## src/rtl/mips_multicycle_control.sv

```systemverilog
// mips_multicycle_control
// Multi-cycle MIPS sequencer. This is a Moore FSM that steps each instruction
// through fetch, decode, execute, memory and writeback. It stalls in FETCH,
// MEMRD and MEMWR until mem_ready is high.
//
// Ports:
//   clk, reset        rising-edge clock, synchronous active-high reset
//   opcode[5:0]       IR[31:26], stable from DECODE through writeback
//   mem_ready         memory completes the current access this cycle
//   PCWrite, PCWriteCond, IorD, MemRead, MemWrite, IRWrite,
//   MemtoReg[1:0], RegDst[1:0], RegWrite, ALUSrcA, ALUSrcB[1:0],
//   ZeroExt, ALUOp[2:0], PCSource[1:0]   datapath control lines
//   illegal_op        unsupported opcode seen in DECODE
//   state[3:0]        current state encoding (debug)
//
// state  | meaning
// 0      | FETCH   read instruction, PC <= PC+4 on mem_ready
// 1      | DECODE  dispatch on opcode, branch target into ALUOut
// 2      | MEMADR  lw/sw effective address
// 3      | MEMRD   load data read, wait on mem_ready
// 4      | MEMWB   load writeback (rt <= MDR)
// 5      | MEMWR   store, wait on mem_ready
// 6      | EXEC    R-type ALU operation
// 7      | ALUWB   R-type writeback (rd <= ALUOut)
// 8      | BRANCH  beq compare and conditional PC load
// 9      | JUMP    j
// 10     | IEXEC   addi/ori/lui ALU operation
// 11     | IWB     immediate writeback (rt <= ALUOut)
// 12     | JAL     $31 <= PC+4, PC <= jump target

module mips_multicycle_control (
  input  logic       clk,
  input  logic       reset,
  input  logic [5:0] opcode,
  input  logic       mem_ready,
  output logic       PCWrite,
  output logic       PCWriteCond,
  output logic       IorD,
  output logic       MemRead,
  output logic       MemWrite,
  output logic       IRWrite,
  output logic [1:0] MemtoReg,
  output logic [1:0] RegDst,
  output logic       RegWrite,
  output logic       ALUSrcA,
  output logic [1:0] ALUSrcB,
  output logic       ZeroExt,
  output logic [2:0] ALUOp,
  output logic [1:0] PCSource,
  output logic       illegal_op,
  output logic [3:0] state
);

  localparam logic [5:0] OP_RTYPE = 6'b000000;
  localparam logic [5:0] OP_LW    = 6'b100011;
  localparam logic [5:0] OP_SW    = 6'b101011;
  localparam logic [5:0] OP_BEQ   = 6'b000100;
  localparam logic [5:0] OP_J     = 6'b000010;
  localparam logic [5:0] OP_JAL   = 6'b000011;
  localparam logic [5:0] OP_ADDI  = 6'b001000;
  localparam logic [5:0] OP_ORI   = 6'b001101;
  localparam logic [5:0] OP_LUI   = 6'b001111;

  typedef enum logic [3:0] {
    S_FETCH  = 4'd0,
    S_DECODE = 4'd1,
    S_MEMADR = 4'd2,
    S_MEMRD  = 4'd3,
    S_MEMWB  = 4'd4,
    S_MEMWR  = 4'd5,
    S_EXEC   = 4'd6,
    S_ALUWB  = 4'd7,
    S_BRANCH = 4'd8,
    S_JUMP   = 4'd9,
    S_IEXEC  = 4'd10,
    S_IWB    = 4'd11,
    S_JAL    = 4'd12
  } state_t;

  state_t cur;

  always_ff @(posedge clk) begin
    if (reset) begin
      cur <= S_FETCH;
    end else begin
      unique case (cur)
        S_FETCH:  if (mem_ready) cur <= S_DECODE;
        S_DECODE: begin
          unique case (opcode)
            OP_RTYPE:                 cur <= S_EXEC;
            OP_LW, OP_SW:             cur <= S_MEMADR;
            OP_BEQ:                   cur <= S_BRANCH;
            OP_J:                     cur <= S_JUMP;
            OP_JAL:                   cur <= S_JAL;
            OP_ADDI, OP_ORI, OP_LUI:  cur <= S_IEXEC;
            default:                  cur <= S_FETCH;
          endcase
        end
        S_MEMADR: cur <= (opcode == OP_SW) ? S_MEMWR : S_MEMRD;
        S_MEMRD:  if (mem_ready) cur <= S_MEMWB;
        S_MEMWR:  if (mem_ready) cur <= S_FETCH;
        S_EXEC:   cur <= S_ALUWB;
        S_IEXEC:  cur <= S_IWB;
        default:  cur <= S_FETCH;
      endcase
    end
  end

  assign state = cur;

  // Outputs follow the state combinationally. While reset is high they show
  // the FETCH values with every write enable held low, so an access that is
  // in flight when reset arrives is dropped.
  always_comb begin
    PCWrite     = 1'b0;
    PCWriteCond = 1'b0;
    IorD        = 1'b0;
    MemRead     = 1'b0;
    MemWrite    = 1'b0;
    IRWrite     = 1'b0;
    MemtoReg    = 2'b00;
    RegDst      = 2'b00;
    RegWrite    = 1'b0;
    ALUSrcA     = 1'b0;
    ALUSrcB     = 2'b00;
    ZeroExt     = 1'b0;
    ALUOp       = 3'b000;
    PCSource    = 2'b00;
    illegal_op  = 1'b0;
    if (reset) begin
      MemRead = 1'b1;
      ALUSrcB = 2'b01;
    end else begin
      unique case (cur)
        S_FETCH: begin
          MemRead = 1'b1;
          ALUSrcB = 2'b01;
          IRWrite = mem_ready;
          PCWrite = mem_ready;
        end
        S_DECODE: begin
          ALUSrcB = 2'b11;
          unique case (opcode)
            OP_RTYPE, OP_LW, OP_SW, OP_BEQ, OP_J, OP_JAL,
            OP_ADDI, OP_ORI, OP_LUI: illegal_op = 1'b0;
            default:                 illegal_op = 1'b1;
          endcase
        end
        S_MEMADR: begin
          ALUSrcA = 1'b1;
          ALUSrcB = 2'b10;
        end
        S_MEMRD: begin
          MemRead = 1'b1;
          IorD    = 1'b1;
        end
        S_MEMWB: begin
          RegWrite = 1'b1;
          MemtoReg = 2'b01;
        end
        S_MEMWR: begin
          MemWrite = 1'b1;
          IorD     = 1'b1;
        end
        S_EXEC: begin
          ALUSrcA = 1'b1;
          ALUOp   = 3'b010;
        end
        S_ALUWB: begin
          RegWrite = 1'b1;
          RegDst   = 2'b01;
        end
        S_BRANCH: begin
          ALUSrcA     = 1'b1;
          ALUOp       = 3'b001;
          PCWriteCond = 1'b1;
          PCSource    = 2'b01;
        end
        S_JUMP: begin
          PCWrite  = 1'b1;
          PCSource = 2'b10;
        end
        S_IEXEC: begin
          ALUSrcA = 1'b1;
          ALUSrcB = 2'b10;
          if (opcode == OP_ORI) begin
            ALUOp   = 3'b100;
            ZeroExt = 1'b1;
          end else if (opcode == OP_LUI) begin
            ALUOp = 3'b011;
          end
        end
        S_IWB: begin
          RegWrite = 1'b1;
        end
        S_JAL: begin
          RegWrite = 1'b1;
          RegDst   = 2'b10;
          MemtoReg = 2'b10;
          PCWrite  = 1'b1;
          PCSource = 2'b10;
        end
        default: ;
      endcase
    end
  end

endmodule
```

## config.mk

```make
export PLATFORM = sky130hd
export DESIGN_NAME = mips_multicycle_control
export DESIGN_NICKNAME = d
export VERILOG_FILES = /design/src/rtl/mips_multicycle_control.sv
export SDC_FILE = /design/constraint.sdc
export NUM_CORES = 1
export LEC_CHECK = 0
export BUFFER_PORTS_ARGS = -buffer_cell sky130_fd_sc_hd__buf_2
export CAP_MARGIN = 20
export CORE_UTILIZATION = 25
export CTS_BUF_LIST = sky130_fd_sc_hd__clkbuf_8 sky130_fd_sc_hd__clkbuf_16
export DETAILED_ROUTE_END_ITERATION = 6
export PLACE_DENSITY = 0.54
export SETUP_SLACK_MARGIN = 0.02
export SLEW_MARGIN = 20
export SYNTH_ARGS = -nofsm -noshare
export SYNTH_HDL_FRONTEND = slang
export SYNTH_SLANG_ARGS = --single-unit
```

## constraint.sdc

```tcl
create_clock -name clk -period 3.42 [get_ports clk]
set_input_delay 0 -clock clk [delete_from_list [all_inputs] [get_ports clk]]
set_output_delay 0 -clock clk [all_outputs]
set_load 0.05 [all_outputs]
```

# Yosys cells after proc, flatten, opt, wreduce, memory -nomap -nowiden
# Index checks and enable logic that the tools add are counted.
[totals]
wordCells = 76
inputBits = 9
ff_bits = 4
output_inout_bits = 25
[op_classes]
n_reduce_logical = 12
eq_ne = 23
muxes = 40
[op_table]
columns = ["op", "count"]
rows = [
  ["4-bit case mux with 7 select lines", 1],
  ["4-bit case mux with 6 select lines", 1],
  ["1-bit two-way mux", 21],
  ["4-bit == test (second input constant)", 5],
  ["6-bit by 4-bit == test with 1-bit output (second input constant)", 3],
  ["4-bit by 3-bit == test with 1-bit output (second input constant)", 4],
  ["6-bit by 2-bit == test with 1-bit output (second input constant)", 2],
  ["6-bit == test (second input constant)", 2],
  ["4-bit two-way mux", 3],
  ["2-bit case mux with 2 select lines", 3],
  ["2-bit two-way mux", 5],
  ["2-bit OR reduction", 5],
  ["3-bit two-way mux", 3],
  ["3-bit case mux with 3 select lines", 1],
  ["9-bit OR reduction", 1],
  ["4-bit by 2-bit == test with 1-bit output (second input constant)", 2],
  ["4-bit OR reduction", 2],
  ["6-bit by 3-bit == test with 1-bit output (second input constant)", 1],
  ["6-bit zero test", 1],
  ["2-bit != test (second input constant)", 3],
  ["2-bit case mux with 3 select lines", 1],
  ["4-bit by 1-bit == test with 1-bit output (second input constant)", 1],
  ["4-bit zero test", 1],
  ["3-bit AND reduction", 1],
  ["other kinds (2)", 2],
]

# Depth between registers and ports, before layout
[logic_depth]
ltp_word = 5
depth_mapped = 6
mapped_depth_nobuf = 4

# Worst setup path after synthesis
# No wires, ideal clock.
[synth_path]
kind = "register to output"
start = "register cur[3], in the netlist state[3]"
end = "output ALUOp[2]"
required_time_ns = 3.420
path_stages_with_launch = 5
n_path_buf = 2
slack_ns = 0.127
t_arrival_ns = 3.293
path_cell_list = "dfxtp_1 > buf_2 > nand2b_1 > nor4b_1 > buf_4"
[synth_via]
elab_chain_len = 3
elab_cells_between_ends = 5
cone_classes = "eq/ne (3); mux (2)"
[synth_rtl]
columns = ["element", "line", "rtl"]
rows = [
  ["start: declaration", "80", "state_t cur;"],
  ["start signal: assignment", "99", "S_MEMADR: cur <= (opcode == OP_SW) ? S_MEMWR : S_MEMRD;"],
  ["4-bit == test / 4-bit by 3-bit == test with 1-bit output (equally long branches)", "134", "unique case (cur)"],
  ["3-bit case mux with 3 select lines (*)", "134", ""],
  ["3-bit two-way mux (*)", "130", "if (reset) begin"],
  ["end: declaration", "48", "output logic [2:0] ALUOp,"],
]
# Mark *: on every way between the ends. The rest lies on a longest branch, timed or not.

# Worst setup path after layout
[layout_path]
start = "register cur[1], in the netlist state[1]"
end = "output ALUOp[2]"
# The elaborated chain is that of the path after synthesis.

==> metrics.csv <==
stage,metric,value,unit
die,IO Pins,34,
clock_network,setup repair bufs after CTS,0,
cells_and_area,Largest register FFs,4,
synth,#FFs+latches synth,4,
synth,Synth Warn #,0,
synth,ys flop type,dfxtp_1,
timing,final hold vios,0,
synth,Synth area leader,dfxtp_1,
detailed_routing,vias,856,
synth,Post-synth EDFFs,0,
grt,initial antenna violation count,0,
clock_network,CTS H-Tree Depth,1,
cells_and_area,Nets,142,
synth,syn nets,117,
power_and_ir_drop,P per Cell Area,259.6,mW/mm^2
detailed_routing,Vias/cell,5.284,
setup_path,Critical Path Sink Type,primary output,
clock_network,post_cts resized,0,
clock_network,Max Root-Sink Buffers,2,
cells_and_area,register area,80.08,sq um
outcome,status,completed,
hold_path,WHS Path Cells,3,
synth,share of the synthesized area in the top cell type,10.76,%
hold_path,Hold Crit Start,opcode[4],
synth,Syn Area/Cell,6.893,sq um
synth,mapped cell area,744.5,sq um
grt,number of global-route vias before repair,725,
cells_and_area,Multi-input gate area,570.5,sq um
grt,total congestion overflow,0,
synth,Post-Synthesis Cells,108,
power_and_ir_drop,Max VDD drop,0.2072,mV
synth,Area contributors post-synth,"dfxtp_1 (11%), nor2_1 (7.1%), xnor2_1 (4.7%)",
cells_and_area,Ant. Diodes,0,
timing,Worst Clk Skew,0.002250,ns
run,Max Cap Viol,0,
setup_path,crit path launch,state[1],
placement,hpwl dp,1583,microns
synth,synth unique cells,46,
die,Placeable Area,0.002781,sq mm
placement,placed cell count,159,
die,DIE WIDTH,56.57,microns
setup_path,Crit path buffers/inverters,1,
timing,Final setup viols,0,
timing,Final min period,2.013,ns
placement,I/O Buffers,33,
setup_path,Worst Path Required,3.42,ns
detailed_routing,drt first pass iters,4,
clock_network,root buffer cell,clkbuf_8,
setup_path,Crit path arrival time,2.01,ns
clock_network,CTS tree,built,
setup_path,cell count along the critical path,4,
clock_network,"Clk Latency, worst-skew pair",0.22,ns
timing,setup tns final,0,ns
setup_path,reg2reg path depth,3,
cells_and_area,share of cells above drive strength 1,35.11,%
clock_network,clk slew on worst S/H paths,0.03,ns
timing,max frequency,496.8,MHz
cells_and_area,fin cells,162,
timing,Rel. slew slack,50.82,%
timing,unrepaired setup endpoints after global routing,no,
placement,Placed Area,869.6,sq um
setup_path,CP max stage cell,dfxtp_1,
synth,"FFs w/ async S/R, synth",0,%
detailed_routing,ANT nets after route,0,
setup_path,crit path max fanout,17,
setup_path,worst-path cell chain,nand2b_1 > nor4_2 > nor4b_1 > buf_2,
setup_path,critical path class,reg2out,
cells_and_area,Final Cell Area,910.9,sq um
clock_network,Num CTS Buffers,3,
hold_path,Min-Delay Path Class,in2reg,
setup_path,CP top delay family,simple AND/OR/NAND/NOR gates,
placement,RePlAce Congestion,0.8024,
detailed_routing,WL/cell,13.28,microns
die,Starting Density,26.77,%
grt,gr usage total,13.31,%
timing,Tcrit/Tclk final,58.86,%
detailed_routing,DRT iter0 DRCs,29,
clock_network,clk sinks,4,
setup_path,Worst path max stage delay,0.68,ns
timing,pin slew with the least headroom to its limit,0.7367,ns
power_and_ir_drop,leakage power,0.3816,nW
die,Die ar.,0.003200,sq mm
setup_path,Worst R2R Start,state[2],
timing,max-slew violation count,0,
die,site row count,19,
cells_and_area,area delta synth->final,22.35,%
detailed_routing,DRC,0,
detailed_routing,final WL,2152,microns
die,height of the chip,56.57,microns
setup_path,Critical Path Source Type,flop,
synth,register area share after synthesis,10.76,%
grt,first-pass GRT wire length,3429,microns
clock_network,hold buffer count at cts,0,
cells_and_area,Fill cells,313,
grt,pin count of the biggest net entering global routing,20,
cell usage after synthesis, drive strengths merged (2+ instances only):
master	n
inv	4
nor2	14
or3	2
nor2b	2
nand2b	6
nor3	7
nand2	8
nand3b	2
clkbuf	2
nor4	4
buf	11
a21oi	6
o21ai	6
or2	3
nor4b	3
dfxtp	4
xnor2	4
o2111ai	2
power by group:
group,switching [mW],internal (mW)
Clock,0.0252,0.0751
Combinational,0.0546,0.0263
Sequential,0.00670,0.0485
Total,0.0865,0.150
through the flow:
step	hold WS (ns)	power, mW	util, %	setup slack [ns]
global placement	0.3922	0.1358	31.26	1.677
floorplan	0.1753	0.1188	-	0.1267
finish	0.1708	0.2365	32.75	1.407
detailed placement	0.3818	0.1361	31.26	1.622
global route	0.1939	0.2466	32.75	1.199
CTS	0.1628	0.2370	32.75	1.378
layout make-up:
class,count,share of cell area (%)
multi-input cells,87,62.64
repair buffers,33,18.13
flip-flops and latches,4,8.791
clock buffers,3,4.533
well taps,31,4.258
inverters,4,1.648
tightest hold or removal path: cells and delay by family:
family          cells  cell delay (ns)
compound gates      1             0.05
simple gates        1             0.13
buf+inv             1             0.15
path summary, 6_finish.rpt:
check                                end  slack [ns]
worst max register to register  state[2]        1.82
worst min register to register  state[0]        0.88
worst min-delay path            state[1]        0.17
worst max-delay path            ALUOp[2]        1.41
per-layer routing:
layer	vias up	wire length, microns	global-route usage (%)
met5	-	0	0
met4	0	23	4.181
met3	4	99	1.613
met2	30	942	18.32
met1	387	1087	20.92
li1	435	-	-
cells in the final DEF, fill, tap and decap left out, drive strengths merged:
cell	synthesis	routed
nor3	7	7
o22a	1	1
nor2b	2	2
nand3b	2	2
or2	3	3
a21boi	1	1
o41ai	1	1
o21ai	6	6
a31o	1	1
a32oi	1	1
or3b	1	1
and2b	1	1
inv	4	4
a211oi	1	1
dfxtp	4	4
nand2b	6	6
o31a	1	1
maj3	1	1
a21oi	6	6
o2111ai	2	2
buf	11	33
clkbuf	2	3
nor2	14	14
nor4b	3	3
o31ai	1	1
nand2	8	8
o2bb2ai	1	1
or4b	1	1
nor4	4	4
nor3b	1	1
a31oi	1	1
or3	2	2
a21o	1	1
nand3	1	1
o221a	1	1
xnor2	4	4
logic make-up (layout without fill, tap and decap cells):
logic type,Yosys count,in the layout,synth area share [%]
compound gates,26,26,24.37
flops,4,4,10.76
fa+ha+maj,1,1,1.345
buf+inv,17,40,12.61
simple gates,56,56,46.22
xor+xnor,4,4,4.705
Power figures use the tool's default switching activity.
